### src/rtl/ctrl_fsm.sv
`default_nettype none
// ============================================================================
// Module   : ctrl_fsm
// Purpose  : Multicycle MIPS-subset control sequencer (22-state Moore FSM).
//            Optional retired-instruction counter enabled by CTRL_FSM_INSTR_CNT_EN.
// Revision : 1.0 - initial release
// ============================================================================
module ctrl_fsm (
    input  logic        clk,
    input  logic        rst,
    input  logic [5:0]  op,
    input  logic [5:0]  funct,
    output logic [4:0]  state,
    output logic        illegal,
    output logic [31:0] instr_cnt
);

    typedef enum logic [4:0] {
        S_FETCH   = 5'd0,  S_DECODE  = 5'd1,  S_MEMADR  = 5'd2,  S_LW_RD   = 5'd3,
        S_LD_WB   = 5'd4,  S_SW_WR   = 5'd5,  S_ADDU_EX = 5'd6,  S_RT_WB   = 5'd7,
        S_BEQ     = 5'd8,  S_JAL     = 5'd9,  S_SUBU_EX = 5'd10, S_SLT_EX  = 5'd11,
        S_JR      = 5'd12, S_ORI_EX  = 5'd13, S_LUI_EX  = 5'd14, S_J       = 5'd15,
        S_LB_RD   = 5'd16, S_SB_WR   = 5'd17, S_IT_WB   = 5'd18, S_SLTI_EX = 5'd19,
        S_UNUSED  = 5'd20, S_ADDI_EX = 5'd21
    } state_t;

    localparam logic [5:0] OP_RTYPE = 6'b000000;
    localparam logic [5:0] OP_J     = 6'b000010;
    localparam logic [5:0] OP_JAL   = 6'b000011;
    localparam logic [5:0] OP_BEQ   = 6'b000100;
    localparam logic [5:0] OP_ADDI  = 6'b001000;
    localparam logic [5:0] OP_ADDIU = 6'b001001;
    localparam logic [5:0] OP_SLTI  = 6'b001010;
    localparam logic [5:0] OP_ORI   = 6'b001101;
    localparam logic [5:0] OP_LUI   = 6'b001111;
    localparam logic [5:0] OP_LB    = 6'b100000;
    localparam logic [5:0] OP_LW    = 6'b100011;
    localparam logic [5:0] OP_SB    = 6'b101000;
    localparam logic [5:0] OP_SW    = 6'b101011;

    localparam logic [5:0] FN_JR    = 6'b001000;
    localparam logic [5:0] FN_ADDU  = 6'b100001;
    localparam logic [5:0] FN_SUBU  = 6'b100011;
    localparam logic [5:0] FN_SLT   = 6'b101010;

    state_t state_q, state_d;
    logic   illegal_q, illegal_d;

    always_comb begin
        state_d   = S_FETCH;
        illegal_d = 1'b0;
        case (state_q)
            S_FETCH:  state_d = S_DECODE;
            S_DECODE: begin
                case (op)
                    OP_LW, OP_SW, OP_LB, OP_SB: state_d = S_MEMADR;
                    OP_ORI:                     state_d = S_ORI_EX;
                    OP_LUI:                     state_d = S_LUI_EX;
                    OP_ADDI, OP_ADDIU:          state_d = S_ADDI_EX;
                    OP_SLTI:                    state_d = S_SLTI_EX;
                    OP_BEQ:                     state_d = S_BEQ;
                    OP_J:                       state_d = S_J;
                    OP_JAL:                     state_d = S_JAL;
                    OP_RTYPE: begin
                        case (funct)
                            FN_ADDU: state_d = S_ADDU_EX;
                            FN_SUBU: state_d = S_SUBU_EX;
                            FN_SLT:  state_d = S_SLT_EX;
                            FN_JR:   state_d = S_JR;
                            default: illegal_d = 1'b1;
                        endcase
                    end
                    default:                    illegal_d = 1'b1;
                endcase
            end
            // op is held by the IR, so it still selects the memory variant here
            S_MEMADR: begin
                case (op)
                    OP_LW:   state_d = S_LW_RD;
                    OP_SW:   state_d = S_SW_WR;
                    OP_LB:   state_d = S_LB_RD;
                    OP_SB:   state_d = S_SB_WR;
                    default: illegal_d = 1'b1;
                endcase
            end
            S_LW_RD, S_LB_RD:                          state_d = S_LD_WB;
            S_ADDU_EX, S_SUBU_EX, S_SLT_EX:            state_d = S_RT_WB;
            S_ORI_EX, S_LUI_EX, S_SLTI_EX, S_ADDI_EX:  state_d = S_IT_WB;
            S_LD_WB, S_SW_WR, S_SB_WR, S_RT_WB, S_IT_WB,
            S_BEQ, S_JAL, S_JR, S_J, S_UNUSED:         state_d = S_FETCH;
            default:                                   illegal_d = 1'b1;
        endcase
    end

    always_ff @(posedge clk) begin
        if (rst) begin
            state_q   <= S_FETCH;
            illegal_q <= 1'b0;
        end else begin
            state_q   <= state_d;
            illegal_q <= illegal_d;
        end
    end

    assign state   = state_q;
    assign illegal = illegal_q;

`ifdef CTRL_FSM_INSTR_CNT_EN
    logic        retire_w;
    logic [31:0] instr_cnt_q;

    // A completed instruction is any return to fetch that is not an abort
    assign retire_w = (state_q != S_FETCH) && (state_d == S_FETCH) && !illegal_d;

    always_ff @(posedge clk) begin
        if (rst) begin
            instr_cnt_q <= 32'd0;
        end else if (retire_w) begin
            instr_cnt_q <= instr_cnt_q + 32'd1;
        end
    end

    assign instr_cnt = instr_cnt_q;
`else
    assign instr_cnt = 32'd0;
`endif

endmodule
`default_nettype wire

### config.mk
export PLATFORM = sky130hd
export DESIGN_NAME = ctrl_fsm
export DESIGN_NICKNAME = d
export VERILOG_FILES = /design/src/rtl/ctrl_fsm.sv
export SDC_FILE = /design/constraint.sdc
export NUM_CORES = 1
export LEC_CHECK = 0
export BUFFER_PORTS_ARGS = -buffer_cell sky130_fd_sc_hd__buf_2
export CAP_MARGIN = 10
export CORE_MARGIN = 3
export CORE_UTILIZATION = 44
export CTS_BUF_LIST = sky130_fd_sc_hd__clkbuf_8
export CTS_CLUSTER_SIZE = 40
export DETAILED_ROUTE_END_ITERATION = 8
export PLACE_DENSITY = 0.89
export SLEW_MARGIN = 25
export SYNTH_ARGS = -nofsm -noshare
export SYNTH_HDL_FRONTEND = slang
export SYNTH_SLANG_ARGS = --single-unit
### constraint.sdc
create_clock -name clk -period 1.4 [get_ports clk]
set_input_delay 0.28 -clock clk [delete_from_list [all_inputs] [get_ports clk]]
set_output_delay 0.28 -clock clk [all_outputs]
set_load 0.02 [all_outputs]
### Word-level counts from Yosys, hierarchy flattened

Index checks and enable logic that the tools add are counted.

| storage, ports and cells | value |
|---|---|
| flip-flop bits (word level) | 6 |
| input bits | 14 |
| output and inout port bits | 38 |
| logic and storage cells | 57 |

| operators by class | value |
|---|---|
| equal/unequal tests | 37 |
| muxes and demuxes | 8 |
| reductions and logical operators | 10 |

Operators by type and width:

| operator | number |
|---|---|
| $pmux W5 S9 | 1 |
| $eq A6 B6 Y1 const B | 7 |
| $eq A5 B4 Y1 const B | 8 |
| $eq A6 B4 Y1 const B | 6 |
| $eq A5 B5 Y1 const B | 6 |
| $pmux W5 S6 | 1 |
| $eq A5 B3 Y1 const B | 4 |
| $pmux W5 S4 | 1 |
| $reduce_or A20 Y1 | 1 |
| $pmux W4 S4 | 1 |
| $eq A6 B2 Y1 const B | 2 |
| $reduce_or A12 Y1 | 1 |
| $reduce_or A4 Y1 | 3 |
| $eq A5 B2 Y1 const B | 2 |
| $eq A6 B3 Y1 const B | 1 |
| $logic_not A6 Y1 | 1 |
| $eq A5 B1 Y1 const B | 1 |
| $logic_not A5 Y1 | 1 |
| $reduce_or A2 Y1 | 2 |
| $pmux W1 S3 | 1 |
| $reduce_or A3 Y1 | 1 |
| $mux W1 | 2 |
| $pmux W1 S2 | 1 |

### Depth between registers and ports, before layout

| logic depth | value |
|---|---|
| depth after elaboration | 5 |
| depth in mapped cells | 6 |
| gate-level depth less buffers | 5 |

### Worst setup path before layout

No wires, ideal clock.

| path | value |
|---|---|
| path kind | reg2reg |
| start point | reg state_q[0] (netlist: state[0]) |
| end point | reg state_q[3] (netlist: state[3]) |
| setup time | 70 ps |
| data arrival time | 1460 ps |
| required time | 1330 ps |
| slack | -130 ps |
| cell stages (with the launch flop) | 7 |
| buffers on the path | 1 |
| period minus slack after synthesis | 1530 ps |
| path through | dfxtp_1 -> buf_6 -> mux2_4 -> a21oi_2 -> o211ai_2 -> nand2b_1 -> a21oi_1 |

| on the way | value |
|---|---|
| longest elaborated chain between the ends | 3 |
| elaborated cells between the ends (all ways) | 16 |
| classes of those cells | 11 x eq/ne; 1 x mux; 4 x reduce/logical |

Ends and longest elaborated chain:

| what | line | source |
|---|---|---|
| from (decl) | 46 | `state_t state_q, state_d;` |
| from (signal assigned) | 100 | `state_q <= state_d;` |
| $eq A5 B4 Y1, or another cell as far along | 52 | `case (state_q)` |
| $reduce_or A4 Y1, or another cell as far along | -- |  |
| $pmux W5 S6 (*) | 52 |  |

Every way passes the cells marked *; elsewhere a longest branch is shown, timed or not.
A chain may end at the register's enable or synchronous reset.

### Worst setup path in the final report

| path | value |
|---|---|
| start point | reg state_q[0] (netlist: state[0]) |
| end point | reg state_q[0] (netlist: state[0]) |

The elaborated chain is that of the path after synthesis.

==> impl_metrics.tcl <==
set metrics [dict create \
    cts_hold_buf 0 \
    portBuffers 19 \
    post-route-util_pct 54.30 \
    leakage_nw 0.6074 \
    yosys_warnings 0 \
    grt_pass1_vias 918 \
    cts_tree "done" \
    use_met3_pct 2.004 \
    ys.flop_type "dfxtp_1" \
    skew_ps 10.16 \
    synth_enable_flop_cells 0 \
    grt_pass1_wl_um 4222 \
    die_w_um 57.62 \
    cp-startpoint "state[0]$_SDFF_PP0_" \
    finalSetupViolCount 1 \
    dieArea_mm2 0.003320 \
    cp-start-kind "flip-flop" \
    ios 52 \
    critPathTopFamily "compound AO/OA/AOI/OAI gates" \
    cp.arrival_ps 1570 \
    grt_max_degree 14 \
    violations "setup timing" \
    n_antenna_cell 0 \
    grt_setup_unrepaired "true" \
    ys_ff_latch 6 \
    setup_ws_ps -1.108 \
    crit_path_end "state[0]$_SDFF_PP0_" \
    syn_area_mm2 0.001172 \
    use_met1_pct 21.60 \
    clock_latency_ps 240 \
    dr.pass1.iters 4 \
    crit_type "flip-flop to flip-flop" \
    rows 18 \
    p_per_area_mw_per_mm2 566.9 \
    final_common_cell "conb_1" \
    ant_nets 0 \
    rr_worst_depth 5 \
    drive_above_1_share_pct 40.33 \
    r2r_start "state[0]$_SDFF_PP0_" \
    period_share_pct 100.1 \
    final_cells 211 \
    worstPathRequired_ps 1560 \
    dp_hpwl_um 2004 \
    cts.sinks 6 \
    grt_overflow 0 \
    r2r_end "state[0]$_SDFF_PP0_" \
    hp-class "primary input to flip-flop" \
    die_h_um 57.62 \
    num_vias 1099 \
    slowest_delay_ps 390 \
    vdd_drop_max_uv 427.3 \
    area_growth_pct 15.79 \
    antenna_found_initial 0 \
    fin_nets 196 \
    end_kind "flip-flop" \
    path_clk_slew_ps 40 \
    synth_cell_types 56 \
    path_buf_inv 0 \
    groute.usage.overall_pct 15.94 \
    h-tree-depth 1 \
    wl_per_cell_um 12.70 \
    ff2ff_setup_slack_ps -1 \
    drc 0 \
    postRouteWirelength_um 2679 \
    yosysSeqAreaShare_pct 10.25 \
    cp_cell_sequence "and2b_4 > nand3b_4 > a2111oi_4 > o21ai_1 > a21oi_2" \
    grt_util_met2_pct 25.81 \
    core-area_mm2 0.002500 \
    max_freq_mhz 713.7 \
    vias_per_cell 5.209 \
    numCtsBuffers 3 \
    initial_core_util_pct 46.90 \
    drv_slew 0 \
    period_needed_ps 1401 \
    cts_root_buf "clkbuf_8" \
    cp.depth 5 \
    hold_viol_final 0 \
    syn_avg_cell_area_um2 7.921 \
    cp_slowest_cell "dfxtp_4" \
    max_cap_violations 0 \
    drt_iter0_markers 22 \
    place_inst 203 \
    final_cell_mix "conb_1 (32), buf_4 (20), buf_2 (19), nor2_1 (10), o21ai_0 (9)" \
    synthArstFlopShare_pct 0 \
    syn_inst 148 \
    gp_congestion 0.9354 \
    status "finished, violations left" \
    crit_fanout 7 \
    cts_buffer_depth 2 \
    busiest_layer "met2" \
]
==> cells by family (layout without fill, tap and decap cells) <==
group	count (synthesis)	after routing	share of synthesized area (%)
AND/OR/NAND/NOR	50	50	27.64
multiplexers	2	2	2.134
XOR/XNOR	5	5	3.736
other	1	32	0.3199
flip-flops	6	6	10.25
buffers and inverters	43	45	28.92
AO/OA/AOI/OAI	41	41	27.00
==> power breakdown <==
group | total (mW) | leakage, nW | switching, mW | internal, mW
Sequential | 0.181 | 0.0523 | 0.00907 | 0.172
Combinational | 0.307 | 0.528 | 0.197 | 0.111
Clock | 0.281 | 0.0269 | 0.0912 | 0.190
Total | 0.770 | 0.607 | 0.297 | 0.473
==> Yosys cell counts (all sizes together) (2+ instances only) <==
cell    number  area [um2]
buf         41       321.6
nor2        12       47.55
o21ai       12       60.06
dfxtp        6       120.1
a21oi        5       32.53
nand2b       5       38.78
nor2b        5       31.28
nor4         5       37.53
nand2        4       15.01
a221oi       3       26.28
a31oi        3       18.77
and2b        3       27.53
and3         3       23.77
xor2         3       26.28
a21boi       2       15.01
a32o         2       20.02
and4         2       18.77
nand3        2       10.01
nand3b       2       18.77
nand4        2       12.51
o211ai       2       20.02
o22ai        2       18.77
xnor2        2       17.52
==> state kept, by name (all words and copies together), names as in the netlist <==
signal and count:
state 5, illegal 1
==> layer usage <==
| metal | routed length (um) | vias to the layer above |
|---|---|---|
| li1 | - | 537 |
| met4 | 34 | 0 |
| met1 | 1136 | 520 |
| met2 | 1348 | 40 |
| met5 | 0 | - |
| met3 | 160 | 2 |
==> repair_timing <==
| item | in CTS | in global routing |
|---|---|---|
| pin swaps | 2 | 2 |
| buffers inserted | 3 | 1 |
| setup endpoints to repair | 4 | 5 |
| gates resized for setup | 6 | 5 |
==> cell type report <==
| cell class | count | area, um2 |
|---|---|---|
| clock inverters | 1 | 3.754 |
| clock buffers | 3 | 41.29 |
| inverters | 1 | 3.754 |
| fillers | 241 | 1142 |
| flip-flops and latches | 6 | 136.4 |
| well taps | 30 | 37.54 |
| repair buffers | 40 | 249.0 |
| multi-input cells | 130 | 885.9 |
==> worst min path at each step <==
stage | cells after the start | end | slack (ps) | from
6_report | 2 | state[0]$_SDFF_PP0_ | 280 | rst
2_1_floorplan | 1 | state[0]$_SDFF_PP0_ | 330 | rst
3_5_place_dp | 2 | state[0]$_SDFF_PP0_ | 520 | rst
5_1_grt | 2 | state[0]$_SDFF_PP0_ | 290 | rst
4_1_cts | 2 | state[0]$_SDFF_PP0_ | 270 | rst
3_3_place_gp | 2 | state[0]$_SDFF_PP0_ | 500 | rst
==> per-stage QoR <==
stage / instance area (um2) / setup TNS, ps / total power [mW] / hold WS (ps) / worst slack (ps)
floorplan: 1316 / 0 / 0.4810 / 333.3 / 1.682
global placement: 1239 / -332.7 / 0.4769 / 504.1 / -87.29
detailed placement: 1239 / -377.0 / 0.4813 / 521.9 / -116.1
CTS: 1324 / 0 / 0.7730 / 272.9 / 13.36
global route: 1358 / -200.2 / 0.8166 / 293.8 / -65.06
finish: 1358 / -1.108 / 0.7696 / 279.7 / -1.108
(Power assumes the default switching activity.)
